`src/rtl/alu_arb_if.sv`:
```
// alu_arb_if
// ----------
// Bundles the request, ALU and response channels of the shared-ALU arbiter.
//
// Handshake rule for both channels: a transfer happens on the rising clock
// edge where valid and ready are both high for the same port. A requester
// keeps every request field stable while valid is high and ready is low.
// Valid never waits for ready.
//
// Signals:
//   req_valid/req_ready      per-port request handshake (2 bits each)
//   req_rs1_*/req_rs2_*      per-port operands
//   req_opcode_*/funct3_*/funct7_*  per-port control fields, passed through
//   alu_rs1/alu_rs2/alu_*    registered operands and controls to the ALU
//   alu_rd                   combinational ALU result
//   resp_valid/resp_ready    per-port response handshake (2 bits each)
//   resp_data                result, shared by both ports
//
// Modports:
//   slave  - the arbiter
//   master - the environment: the requesters plus the ALU
interface alu_arb_if #(
   parameter int XLEN = 32,
   parameter int OPW  = 7,
   parameter int F3W  = 3,
   parameter int F7W  = 7
);
   logic [1:0]      req_valid;
   logic [1:0]      req_ready;
   logic [XLEN-1:0] req_rs1_0;
   logic [XLEN-1:0] req_rs2_0;
   logic [XLEN-1:0] req_rs1_1;
   logic [XLEN-1:0] req_rs2_1;
   logic [OPW-1:0]  req_opcode_0;
   logic [OPW-1:0]  req_opcode_1;
   logic [F3W-1:0]  req_funct3_0;
   logic [F3W-1:0]  req_funct3_1;
   logic [F7W-1:0]  req_funct7_0;
   logic [F7W-1:0]  req_funct7_1;
   logic [XLEN-1:0] alu_rs1;
   logic [XLEN-1:0] alu_rs2;
   logic [OPW-1:0]  alu_opcode;
   logic [F3W-1:0]  alu_funct3;
   logic [F7W-1:0]  alu_funct7;
   logic [XLEN-1:0] alu_rd;
   logic [1:0]      resp_valid;
   logic [1:0]      resp_ready;
   logic [XLEN-1:0] resp_data;

   modport slave (
      input  req_valid, req_rs1_0, req_rs2_0, req_rs1_1, req_rs2_1,
      input  req_opcode_0, req_opcode_1, req_funct3_0, req_funct3_1,
      input  req_funct7_0, req_funct7_1, alu_rd, resp_ready,
      output req_ready, alu_rs1, alu_rs2, alu_opcode, alu_funct3, alu_funct7,
      output resp_valid, resp_data
   );

   modport master (
      output req_valid, req_rs1_0, req_rs2_0, req_rs1_1, req_rs2_1,
      output req_opcode_0, req_opcode_1, req_funct3_0, req_funct3_1,
      output req_funct7_0, req_funct7_1, alu_rd, resp_ready,
      input  req_ready, alu_rs1, alu_rs2, alu_opcode, alu_funct3, alu_funct7,
      input  resp_valid, resp_data
   );
endinterface

```
`src/rtl/alu_arb.sv`:
```
// alu_arb
// -------
// Two-port arbiter and sequencer for the shared integer ALU. It keeps one
// operation in flight at a time:
//   IDLE -> EXEC  a request is accepted and its fields are registered onto
//                 the ALU input bus
//   EXEC -> RESP  the ALU's combinational result is captured into resp_data
//   RESP -> IDLE  the owner accepts the response, or RESP -> EXEC when
//                 another request is accepted on that same edge
//
// Ports:
//   clk        clock, all state on the rising edge
//   rst        asynchronous, active-low reset
//   bus        alu_arb_if.slave: request, ALU and response channels
//   busy       high whenever the FSM is not in IDLE
//   dbg_state  current FSM state (IDLE=0, EXEC=1, RESP=2)
//
// Build option:
//   ALU_ARB_ROUND_ROBIN_EN  when defined, a tie goes to the port that did not
//                           win last time. When undefined, port 0 always
//                           wins a tie and port 1 can starve.
module alu_arb #(
   parameter int XLEN = 32,
   parameter int OPW  = 7,
   parameter int F3W  = 3,
   parameter int F7W  = 7
) (
   input  logic          clk,
   input  logic          rst,
   alu_arb_if.slave      bus,
   output logic          busy,
   output logic [1:0]    dbg_state
);

   typedef enum logic [1:0] {
      IDLE = 2'd0,
      EXEC = 2'd1,
      RESP = 2'd2
   } state_t;

   state_t          state_q, state_d;
   logic            owner_q, owner_d;
   logic [XLEN-1:0] alu_rs1_q, alu_rs1_d;
   logic [XLEN-1:0] alu_rs2_q, alu_rs2_d;
   logic [OPW-1:0]  alu_opcode_q, alu_opcode_d;
   logic [F3W-1:0]  alu_funct3_q, alu_funct3_d;
   logic [F7W-1:0]  alu_funct7_q, alu_funct7_d;
   logic [XLEN-1:0] resp_data_q, resp_data_d;
   logic [1:0]      resp_valid_q, resp_valid_d;
   logic            busy_q, busy_d;
`ifdef ALU_ARB_ROUND_ROBIN_EN
   logic            last_grant_q, last_grant_d;
`endif

   logic            winner;
   logic            can_accept;
   logic            accept;
   logic [1:0]      req_ready;

   // Arbitration, acceptance and the combinational req_ready.
   always_comb begin
`ifdef ALU_ARB_ROUND_ROBIN_EN
      // On a tie the port that did not win last time goes first.
      if (bus.req_valid == 2'b11) begin
         winner = ~last_grant_q;
      end else begin
         winner = ~bus.req_valid[0];
      end
`else
      winner = ~bus.req_valid[0];
`endif
      // A new op may start from IDLE, or from RESP on the very edge the
      // current owner takes its result (back-to-back issue).
      can_accept = (state_q == IDLE) ||
                   ((state_q == RESP) && bus.resp_ready[owner_q]);
      accept     = can_accept && (bus.req_valid != 2'b00);
      req_ready  = 2'b00;
      if (accept) begin
         req_ready = winner ? 2'b10 : 2'b01;
      end
   end

   // Next-state logic.
   always_comb begin
      state_d      = state_q;
      owner_d      = owner_q;
      alu_rs1_d    = alu_rs1_q;
      alu_rs2_d    = alu_rs2_q;
      alu_opcode_d = alu_opcode_q;
      alu_funct3_d = alu_funct3_q;
      alu_funct7_d = alu_funct7_q;
      resp_data_d  = resp_data_q;
      resp_valid_d = resp_valid_q;
`ifdef ALU_ARB_ROUND_ROBIN_EN
      last_grant_d = last_grant_q;
`endif

      case (state_q)
         EXEC: begin
            resp_data_d  = bus.alu_rd;
            resp_valid_d = owner_q ? 2'b10 : 2'b01;
            state_d      = RESP;
         end
         RESP: begin
            if (bus.resp_ready[owner_q]) begin
               resp_valid_d = 2'b00;
               state_d      = IDLE;
            end
         end
         default: ;
      endcase

      // Shared by IDLE and the back-to-back path out of RESP; accept is
      // never high in EXEC.
      if (accept) begin
         state_d      = EXEC;
         owner_d      = winner;
         alu_rs1_d    = winner ? bus.req_rs1_1    : bus.req_rs1_0;
         alu_rs2_d    = winner ? bus.req_rs2_1    : bus.req_rs2_0;
         alu_opcode_d = winner ? bus.req_opcode_1 : bus.req_opcode_0;
         alu_funct3_d = winner ? bus.req_funct3_1 : bus.req_funct3_0;
         alu_funct7_d = winner ? bus.req_funct7_1 : bus.req_funct7_0;
`ifdef ALU_ARB_ROUND_ROBIN_EN
         last_grant_d = winner;
`endif
      end

      busy_d = (state_d != IDLE);
   end

   always_ff @(posedge clk or negedge rst) begin
      if (!rst) begin
         state_q      <= IDLE;
         owner_q      <= 1'b0;
         alu_rs1_q    <= '0;
         alu_rs2_q    <= '0;
         alu_opcode_q <= '0;
         alu_funct3_q <= '0;
         alu_funct7_q <= '0;
         resp_data_q  <= '0;
         resp_valid_q <= 2'b00;
         busy_q       <= 1'b0;
`ifdef ALU_ARB_ROUND_ROBIN_EN
         // Starting at 1 lets port 0 win the first tie.
         last_grant_q <= 1'b1;
`endif
      end else begin
         state_q      <= state_d;
         owner_q      <= owner_d;
         alu_rs1_q    <= alu_rs1_d;
         alu_rs2_q    <= alu_rs2_d;
         alu_opcode_q <= alu_opcode_d;
         alu_funct3_q <= alu_funct3_d;
         alu_funct7_q <= alu_funct7_d;
         resp_data_q  <= resp_data_d;
         resp_valid_q <= resp_valid_d;
         busy_q       <= busy_d;
`ifdef ALU_ARB_ROUND_ROBIN_EN
         last_grant_q <= last_grant_d;
`endif
      end
   end

   assign bus.req_ready  = req_ready;
   assign bus.alu_rs1    = alu_rs1_q;
   assign bus.alu_rs2    = alu_rs2_q;
   assign bus.alu_opcode = alu_opcode_q;
   assign bus.alu_funct3 = alu_funct3_q;
   assign bus.alu_funct7 = alu_funct7_q;
   assign bus.resp_valid = resp_valid_q;
   assign bus.resp_data  = resp_data_q;
   assign busy           = busy_q;
   assign dbg_state      = state_q;

endmodule

```
`src/flat_wrapper.sv`:
```
// flat-port wrapper written by rule: the top's interface ports become plain ports
module alu_arb_flat 
#(
   parameter int XLEN = 32,
   parameter int OPW  = 7,
   parameter int F3W  = 3,
   parameter int F7W  = 7
)
  (clk, rst, busy, dbg_state, bus_req_valid, bus_req_rs1_0, bus_req_rs2_0, bus_req_rs1_1, bus_req_rs2_1, bus_req_opcode_0, bus_req_opcode_1, bus_req_funct3_0, bus_req_funct3_1, bus_req_funct7_0, bus_req_funct7_1, bus_alu_rd, bus_resp_ready, bus_req_ready, bus_alu_rs1, bus_alu_rs2, bus_alu_opcode, bus_alu_funct3, bus_alu_funct7, bus_resp_valid, bus_resp_data);
  alu_arb_if #(.XLEN(XLEN), .OPW(OPW), .F3W(F3W), .F7W(F7W)) bus_i ();
  input  logic clk;
  input  logic rst;
  output logic busy;
  output logic [1:0] dbg_state;
  input wire logic [$bits(bus_i.req_valid)-1:0] bus_req_valid;
  input wire logic [$bits(bus_i.req_rs1_0)-1:0] bus_req_rs1_0;
  input wire logic [$bits(bus_i.req_rs2_0)-1:0] bus_req_rs2_0;
  input wire logic [$bits(bus_i.req_rs1_1)-1:0] bus_req_rs1_1;
  input wire logic [$bits(bus_i.req_rs2_1)-1:0] bus_req_rs2_1;
  input wire logic [$bits(bus_i.req_opcode_0)-1:0] bus_req_opcode_0;
  input wire logic [$bits(bus_i.req_opcode_1)-1:0] bus_req_opcode_1;
  input wire logic [$bits(bus_i.req_funct3_0)-1:0] bus_req_funct3_0;
  input wire logic [$bits(bus_i.req_funct3_1)-1:0] bus_req_funct3_1;
  input wire logic [$bits(bus_i.req_funct7_0)-1:0] bus_req_funct7_0;
  input wire logic [$bits(bus_i.req_funct7_1)-1:0] bus_req_funct7_1;
  input wire logic [$bits(bus_i.alu_rd)-1:0] bus_alu_rd;
  input wire logic [$bits(bus_i.resp_ready)-1:0] bus_resp_ready;
  output wire logic [$bits(bus_i.req_ready)-1:0] bus_req_ready;
  output wire logic [$bits(bus_i.alu_rs1)-1:0] bus_alu_rs1;
  output wire logic [$bits(bus_i.alu_rs2)-1:0] bus_alu_rs2;
  output wire logic [$bits(bus_i.alu_opcode)-1:0] bus_alu_opcode;
  output wire logic [$bits(bus_i.alu_funct3)-1:0] bus_alu_funct3;
  output wire logic [$bits(bus_i.alu_funct7)-1:0] bus_alu_funct7;
  output wire logic [$bits(bus_i.resp_valid)-1:0] bus_resp_valid;
  output wire logic [$bits(bus_i.resp_data)-1:0] bus_resp_data;
  assign bus_i.req_valid = bus_req_valid;
  assign bus_i.req_rs1_0 = bus_req_rs1_0;
  assign bus_i.req_rs2_0 = bus_req_rs2_0;
  assign bus_i.req_rs1_1 = bus_req_rs1_1;
  assign bus_i.req_rs2_1 = bus_req_rs2_1;
  assign bus_i.req_opcode_0 = bus_req_opcode_0;
  assign bus_i.req_opcode_1 = bus_req_opcode_1;
  assign bus_i.req_funct3_0 = bus_req_funct3_0;
  assign bus_i.req_funct3_1 = bus_req_funct3_1;
  assign bus_i.req_funct7_0 = bus_req_funct7_0;
  assign bus_i.req_funct7_1 = bus_req_funct7_1;
  assign bus_i.alu_rd = bus_alu_rd;
  assign bus_i.resp_ready = bus_resp_ready;
  assign bus_req_ready = bus_i.req_ready;
  assign bus_alu_rs1 = bus_i.alu_rs1;
  assign bus_alu_rs2 = bus_i.alu_rs2;
  assign bus_alu_opcode = bus_i.alu_opcode;
  assign bus_alu_funct3 = bus_i.alu_funct3;
  assign bus_alu_funct7 = bus_i.alu_funct7;
  assign bus_resp_valid = bus_i.resp_valid;
  assign bus_resp_data = bus_i.resp_data;
  alu_arb #(.XLEN(XLEN), .OPW(OPW), .F3W(F3W), .F7W(F7W)) u_core (.clk(clk), .rst(rst), .bus(bus_i), .busy(busy), .dbg_state(dbg_state));
endmodule
```
`config.mk`:
```
export PLATFORM = sky130hd
export DESIGN_NAME = alu_arb_flat
export DESIGN_NICKNAME = d
export VERILOG_FILES = /design/src/rtl/alu_arb_if.sv /design/src/rtl/alu_arb.sv /design/src/flat_wrapper.sv
export SDC_FILE = /design/constraint.sdc
export NUM_CORES = 1
export LEC_CHECK = 0
export BUFFER_PORTS_ARGS = -buffer_cell sky130_fd_sc_hd__buf_4
export CAP_MARGIN = 20
export CORE_MARGIN = 4
export CORE_UTILIZATION = 48
export DETAILED_ROUTE_END_ITERATION = 8
export GPL_TIMING_DRIVEN = 0
export PLACE_DENSITY = 0.83
export SETUP_SLACK_MARGIN = 0.1
export SLEW_MARGIN = 40
export SYNTH_ARGS = -nofsm -noshare
export SYNTH_HDL_FRONTEND = slang
export SYNTH_SLANG_ARGS = --single-unit
```
`constraint.sdc`:
```
create_clock -name clk -period 2.2 [get_ports clk]
set_clock_uncertainty 0.2 [all_clocks]
set_input_delay 0.22 -clock clk [delete_from_list [all_inputs] [get_ports clk]]
set_output_delay 0.22 -clock clk [all_outputs]
set_load 0.005 [all_outputs]
```
==> results.py, run 1 <==
metrics = {
    "global_routing": {
        "grt_pass1_wl_um": 45500,
        "grt_pass1_vias": 8205,
        "grt_max_degree": 63,
        "grt_overflow": 0,
        "grt_antenna_before_repair": 1,
        "grt_usage_pct": 35.1,
    },
    "cts": {
        "cts_tree": "built",
        "clk_pin_slew_ns": 0.06,
        "clock_latency_ns": 0.43,
        "clock_sink_count": 119,
        "cts_buffers": 17,
        "clockRootBuffer": "clkbuf_16",
        "clk_path_buf_depth": 2,
        "htree_levels": 4,
    },
    "route": {
        "vias_per_cell": 6.49,
        "dr.pass1.iters": 7,
        "first_iter_violations": 1137,
        "vias": 8323,
        "wl_um": 32600,
        "drtAntennaViolNets": 0,
        "wl_per_cell_um": 25.4,
        "drc_errors": 0,
    },
    "pwr": {
        "leakage_nw": 5.06,
        "peakVddDrop_mv": 0.727,
        "pwr_density_cell_mw_per_mm2": 1260,
    },
    "layout": {
        "drive_above_1_share_pct": 42.3,
        "stdcell_count": 1283,
        "areaGrowthSynthToFinish_pct": 69.0,
        "layout.nets": 1292,
    },
    "sta": {
        "finalSetupViolCount": 2,
        "relSlewSlack_pct": 55.2,
        "rsz0062_at_grt": "true",
        "setup_tns_ns": -0.208,
        "min_period_over_period_pct": 105,
        "fmax_mhz": 433,
        "finalHoldViolations": 0,
        "setup_slack_ns": -0.111,
        "final-max-slew-violation-count": 0,
        "finalCriticalPeriod_ns": 2.31,
        "tightest_slew_ns": 0.672,
    },
    "synth": {
        "yosysSeqAreaShare_pct": 42.1,
        "netlist_instances": 601,
        "ys_types": 31,
        "synth_edf_count": 0,
        "synthesis.nets": 806,
        "synth_async_sr_flop_share_pct": 100,
        "ys.flop_type": "dfrtp_1",
        "syn_area_per_cell_um2": 11.8,
        "syn_area_mm2": 0.00707,
        "ys_seq_elements": 119,
        "synth-warning-count": 0,
    },
    "setup_path": {
        "required_ns": 1.78,
        "critPathMaxFanout": 4,
        "arrival_ns": 1.89,
        "reg2reg_depth": 7,
        "crit_type": "flip-flop to output port",
        "worst_setup_path_end_kind": "output port",
        "start_kind": "flip-flop",
    },
    "die": {
        "io_pins": 320,
        "start_util_pct": 48.8,
        "core_mm2": 0.0145,
        "row_count": 44,
        "die_w_um": 129,
        "die_y_um": 129,
        "fp.dieArea_mm2": 0.0167,
    },
    "placement": {
        "dp_cells": 1104,
        "dp_hpwl_um": 18700,
        "io_buffers": 318,
        "routabilityCongestion": 0.862,
    },
    "outcome": {
        "status": "finished, violations left",
        "violations": "setup timing",
    },
    "worst_hold_path": {
        "hold_path_class": "input pin to flip-flop",
        "holdPathStages": 3,
    },
    "flow_run": {
        "cap_violations": 0,
    },
}
-- timing repair --
item                       in CTS  in global routing
resized for setup              36                 30
hold buffers                  125                  0
setup buffers                  10                 14
setup endpoints to repair     111                109
hold endpoints to repair      234                  0
gates cloned                    0                  1
pin swaps                       3                  4
-- worst max-delay path: stages (launching register included) --
cell,delay [ns]
dfrtp_1,0.41
inv_2,0.14
ha_4,0.19
inv_2,0.05
o21ai_2,0.17
buf_6,0.12
buf_6,0.08
and3_4,0.19
buf_6,0.10
-- cell usage in the layout (no fill, tap or decap), types with 9 or more instances in the layout --
cell type	count
a211o_1	72
a211oi_1	9
a21oi_1	11
buf_2	10
buf_4	337
buf_6	16
clkbuf_1	39
clkbuf_16	19
clkbuf_2	11
dfrtp_1	117
dlygate4sd3_1	124
mux2_2	32
nand3b_1	72
nor2_1	11
o21ai_1	10
o221a_1	144
o22a_1	9
-- synthesized netlist by cell type (all sizes together) (3+ instances only) --
master  count  area (um^2)
inv         5         18.8
buf        25          209
clkbuf     55          206
nand3       3         27.5
mux2       33          375
nand3b     72          541
nand2       7         28.8
a211oi      9         67.6
o221a     144         1620
a21oi      12         60.1
o22a        9         78.8
ha          5         62.6
a211o      72          631
dfrtp     119         2980
nor2       11         41.3
o21ai      12         60.1
-- metrics by stage --
| stage | worst slack, ns | power, mW | utilization (%) | instance area [um^2] | hold WS [ns] |
|---|---|---|---|---|---|
| floorplan | 0.195 | 7.63 | - | 7070 | -0.276 |
| global placement | -0.315 | 10.6 | 66.9 | 9680 | 0.257 |
| detailed placement | -0.377 | 10.8 | 67.1 | 9720 | -0.0121 |
| CTS | 0.00276 | 14.2 | 81.1 | 11700 | 0.00804 |
| global route | -0.154 | 15.7 | 82.5 | 11900 | 0.0405 |
| finish | -0.111 | 15.1 | 82.5 | 11900 | 0.0301 |
-- state kept, by name (all words and copies together) (netlist names) --
signal,cells
u_core.busy,1
u_core.bus.alu_funct7,7
u_core.dbg_state,2
u_core.bus.alu_rs1,32
u_core.bus.alu_rs2,32
u_core.bus.alu_funct3,3
u_core.bus.resp_data,32
u_core.bus.alu_opcode,7
u_core.bus.resp_valid,2
u_core.owner_q,1
-- power by group --
part	switching [mW]	leakage [nW]	internal, mW
registers	1.10	1.35	3.32
logic	3.44	3.43	4.35
clock network	1.06	0.281	1.78
-- area by class of cell --
type | instances | area (um^2)
diodes | 1 | 2.50
flip-flops and latches | 119 | 2980
plain buffers | 78 | 503
multi-input cells | 398 | 3740
clock buffers | 20 | 447
fillers | 751 | 2540
clock inverters | 10 | 130
inverters | 5 | 23.8
repair buffers | 468 | 3880
well taps | 184 | 230
-- layer usage --
layer / GRT usage (%) / share of wire [%] / routed length, um / vias to the layer above
met3: 9.40 / 11 / 3520 / 129
met2: 58.4 / 48 / 15700 / 655
li1: - / - / - / 3473
met5: 0 / 0 / 0 / -
met1: 42.0 / 36 / 11800 / 4066
met4: 17.6 / 4.8 / 1560 / 0
-- worst paths after layout --
check	to	slack [ns]	from
setup / recovery	bus_req_ready[1]	-0.11	u_core.dbg_state[0]
hold reg to reg	u_core.bus.resp_valid[1]	0.32	u_core.bus.resp_valid[1]
min in group asynchronous	u_core.bus.alu_rs2[13]	0.11	rst
hold / removal	u_core.bus.alu_rs2[10]	0.03	bus_req_rs2_1[10]
max in group asynchronous	u_core.bus.alu_rs1[30]	1.01	rst
setup reg to reg	u_core.bus.alu_opcode[0]	0.03	u_core.dbg_state[0]
-- logic make-up (layout without fill, tap and decap cells) --
group | after synthesis | in the layout | synth area share, %
AOI/OAI and AO/OA | 261 | 261 | 36.0
DFF | 119 | 119 | 42.1
and+or+nand+nor | 97 | 98 | 9.42
buffers and inverters | 85 | 581 | 6.14
muxes | 34 | 34 | 5.45
adders and majority gates | 5 | 5 | 0.885
other | 0 | 1 | 0
No activity file was read; power rests on OpenSTA's default activity.
==> run 2, diff against run 1 <==
==> constraint.sdc (replaced) <==
create_clock -name clk -period 2.2 [get_ports clk]
set_clock_uncertainty 0.2 [all_clocks]
set_input_delay 0.33 -clock clk [delete_from_list [all_inputs] [get_ports clk]]
set_output_delay 0.33 -clock clk [all_outputs]
set_load 0.005 [all_outputs]
==> results.py, run 2 (same netlist as run 1, synthesis figures left out) <==
metrics = {
    "sta": {
        "min_period_over_period_pct": 105,
        "rsz0062_at_grt": "true",
        "fmax_mhz": 431,
        "final-max-slew-violation-count": 0,
        "setup_slack_ns": -0.119,
        "tightest_slew_ns": 0.700,
        "relSlewSlack_pct": 53.3,
        "finalSetupViolCount": 2,
        "finalCriticalPeriod_ns": 2.32,
        "finalHoldViolations": 0,
    },
    "setup_path": {
        "required_ns": 1.67,
        "slowest_stage": "dfrtp_1",
        "critPathMaxStageDelay_ns": 0.40,
        "ff2ff_setup_slack_ns": 0.11,
        "reg2reg_depth": 9,
        "critPathMaxFanout": 4,
        "start_kind": "flip-flop",
        "r2r-end": "u_core.bus.alu_opcode[0]",
        "worst_setup_path_end_kind": "output port",
        "arrival_ns": 1.79,
        "crit_type": "flip-flop to output port",
        "crit_top_cell": "buf_6",
        "r2r-start": "u_core.dbg_state[0]",
        "crit_chain": "inv_2 -> ha_4 -> inv_4 -> o21ai_4 -> buf_6 -> buf_6 -> and3_1 -> buf_4",
    },
    "worst_hold_path": {
        "holdPathStages": 3,
        "hold_path_class": "input pin to flip-flop",
        "worstHoldStart": "bus_req_rs1_0[30]",
        "holdPathEnd": "u_core.bus.alu_rs1[30]",
    },
    "flow_run": {
        "cap_violations": 0,
    },
    "die": {
        "io_pins": 320,
        "die_w_um": 129,
        "start_util_pct": 48.8,
        "core_mm2": 0.0145,
        "row_count": 44,
        "fp.dieArea_mm2": 0.0167,
        "die_y_um": 129,
    },
    "route": {
        "vias": 7401,
        "drtAntennaViolNets": 0,
        "drc_errors": 0,
        "wl_um": 27900,
        "vias_per_cell": 6.24,
        "first_iter_violations": 578,
        "dr.pass1.iters": 5,
        "wl_per_cell_um": 23.6,
    },
    "placement": {
        "io_buffers": 318,
        "dp_hpwl_um": 18700,
        "routabilityCongestion": 0.862,
        "pre_cts_ws_ns": -0.469,
    },
    "cts": {
        "htree_levels": 4,
        "clk_pin_slew_ns": 0.06,
        "clock_latency_ns": 0.42,
        "cts_buffers": 17,
        "clock_sink_count": 119,
        "clockRootBuffer": "clkbuf_16",
        "cts_tree": "built",
        "clk_path_buf_depth": 2,
    },
    "layout": {
        "drive_above_1_share_pct": 46.2,
        "layout.nets": 1196,
        "final_common_cell": "buf_4",
        "diodes": 0,
        "areaGrowthSynthToFinish_pct": 55.3,
        "final_cell_mix": "buf_4, o221a_1, dfrtp_1",
        "fillers": 928,
    },
    "global_routing": {
        "grt_max_degree": 63,
        "grt_overflow": 0,
        "grt_pass1_vias": 7444,
        "grt_usage_pct": 31.6,
        "grt_pass1_wl_um": 40800,
        "grt_antenna_before_repair": 0,
    },
    "pwr": {
        "finalPower_mw": 14.5,
        "pwr_density_cell_mw_per_mm2": 1320,
        "leakage_nw": 4.65,
        "peakVddDrop_mv": 0.656,
    },
    "outcome": {
        "status": "finished, violations left",
        "violations": "setup timing",
    },
}
## run 2: cell count changes in the layout (fill, tap and decap cells not counted), sizes merged
cell	delta
clkbuf	-4
dlygate4sd3	-91
dlymetal6s4s	-1
diode	-1
## run 2: worst max-delay path by stage
stage	from	end	slack (ns)	cells after the start
6_report	u_core.dbg_state[0]	bus_req_ready[1]	-0.12	8
5_1_grt	u_core.dbg_state[0]	bus_req_ready[1]	-0.19	8
4_1_cts	u_core.dbg_state[1]	bus_req_ready[1]	-0.06	8
3_5_place_dp	u_core.dbg_state[1]	bus_req_ready[0]	-0.47	7
3_3_place_gp	u_core.dbg_state[1]	bus_req_ready[0]	-0.43	7
2_1_floorplan	u_core.dbg_state[0]	bus_req_ready[1]	0.16	7
## run 2: routing by layer
metal  track usage [%]  share of wire (%)
met1              37.3                 38
met2              53.4                 49
met3              10.1                9.9
met4              13.0                3.7
met5                 0                  0
## run 2: cell type report
cell class              instances  area [um^2]  share of cell area [%]
well taps                     184          230                    2.10
clock inverters                10          130                    1.19
flip-flops and latches        119         2980                    27.2
multi-input cells             398         3740                    34.1
repair buffers                371         2900                    26.4
clock buffers                  20          447                    4.07
inverters                       5         23.8                   0.217
plain buffers                  79          520                    4.74
## run 2: metrics by stage
stage	cell area (um^2)	hold slack [ns]	setup TNS [ns]	std cells	util (%)
after detailed placement	9720	0.0979	-23.14	1104	67.1
after floorplan	7070	-0.166	0	601	-
after CTS	10900	0.0132	-0.110	1181	75.1
after global routing	11000	0.0243	-0.340	1186	75.8
final	11000	0.0232	-0.195	1186	75.8
after global placement	9680	0.286	-18.33	1103	66.9
## run 2: critical path: cells and delay by family, from the launching register on
kind,cells,cell delay [ns]
AO/OA/AOI/OAI,1,0.15
adder cells (fa/ha/maj),1,0.20
buffers and inverters,5,0.47
flip-flops,1,0.40
AND/OR/NAND/NOR,1,0.15
## run 2: where the power goes
group          internal, mW  switching (mW)
Clock                  1.78            1.00
Combinational          4.20            3.12
Sequential             3.32            1.02
## run 2: what timing repair did
item                                   CTS  global route
setup endpoints to repair              111           104
gates resized for setup                 41            44
pin swaps                                5             1
endpoints found under the hold margin   93             0
hold buffers                            33             0
gates cloned                             0             1
buffers inserted                        15             4
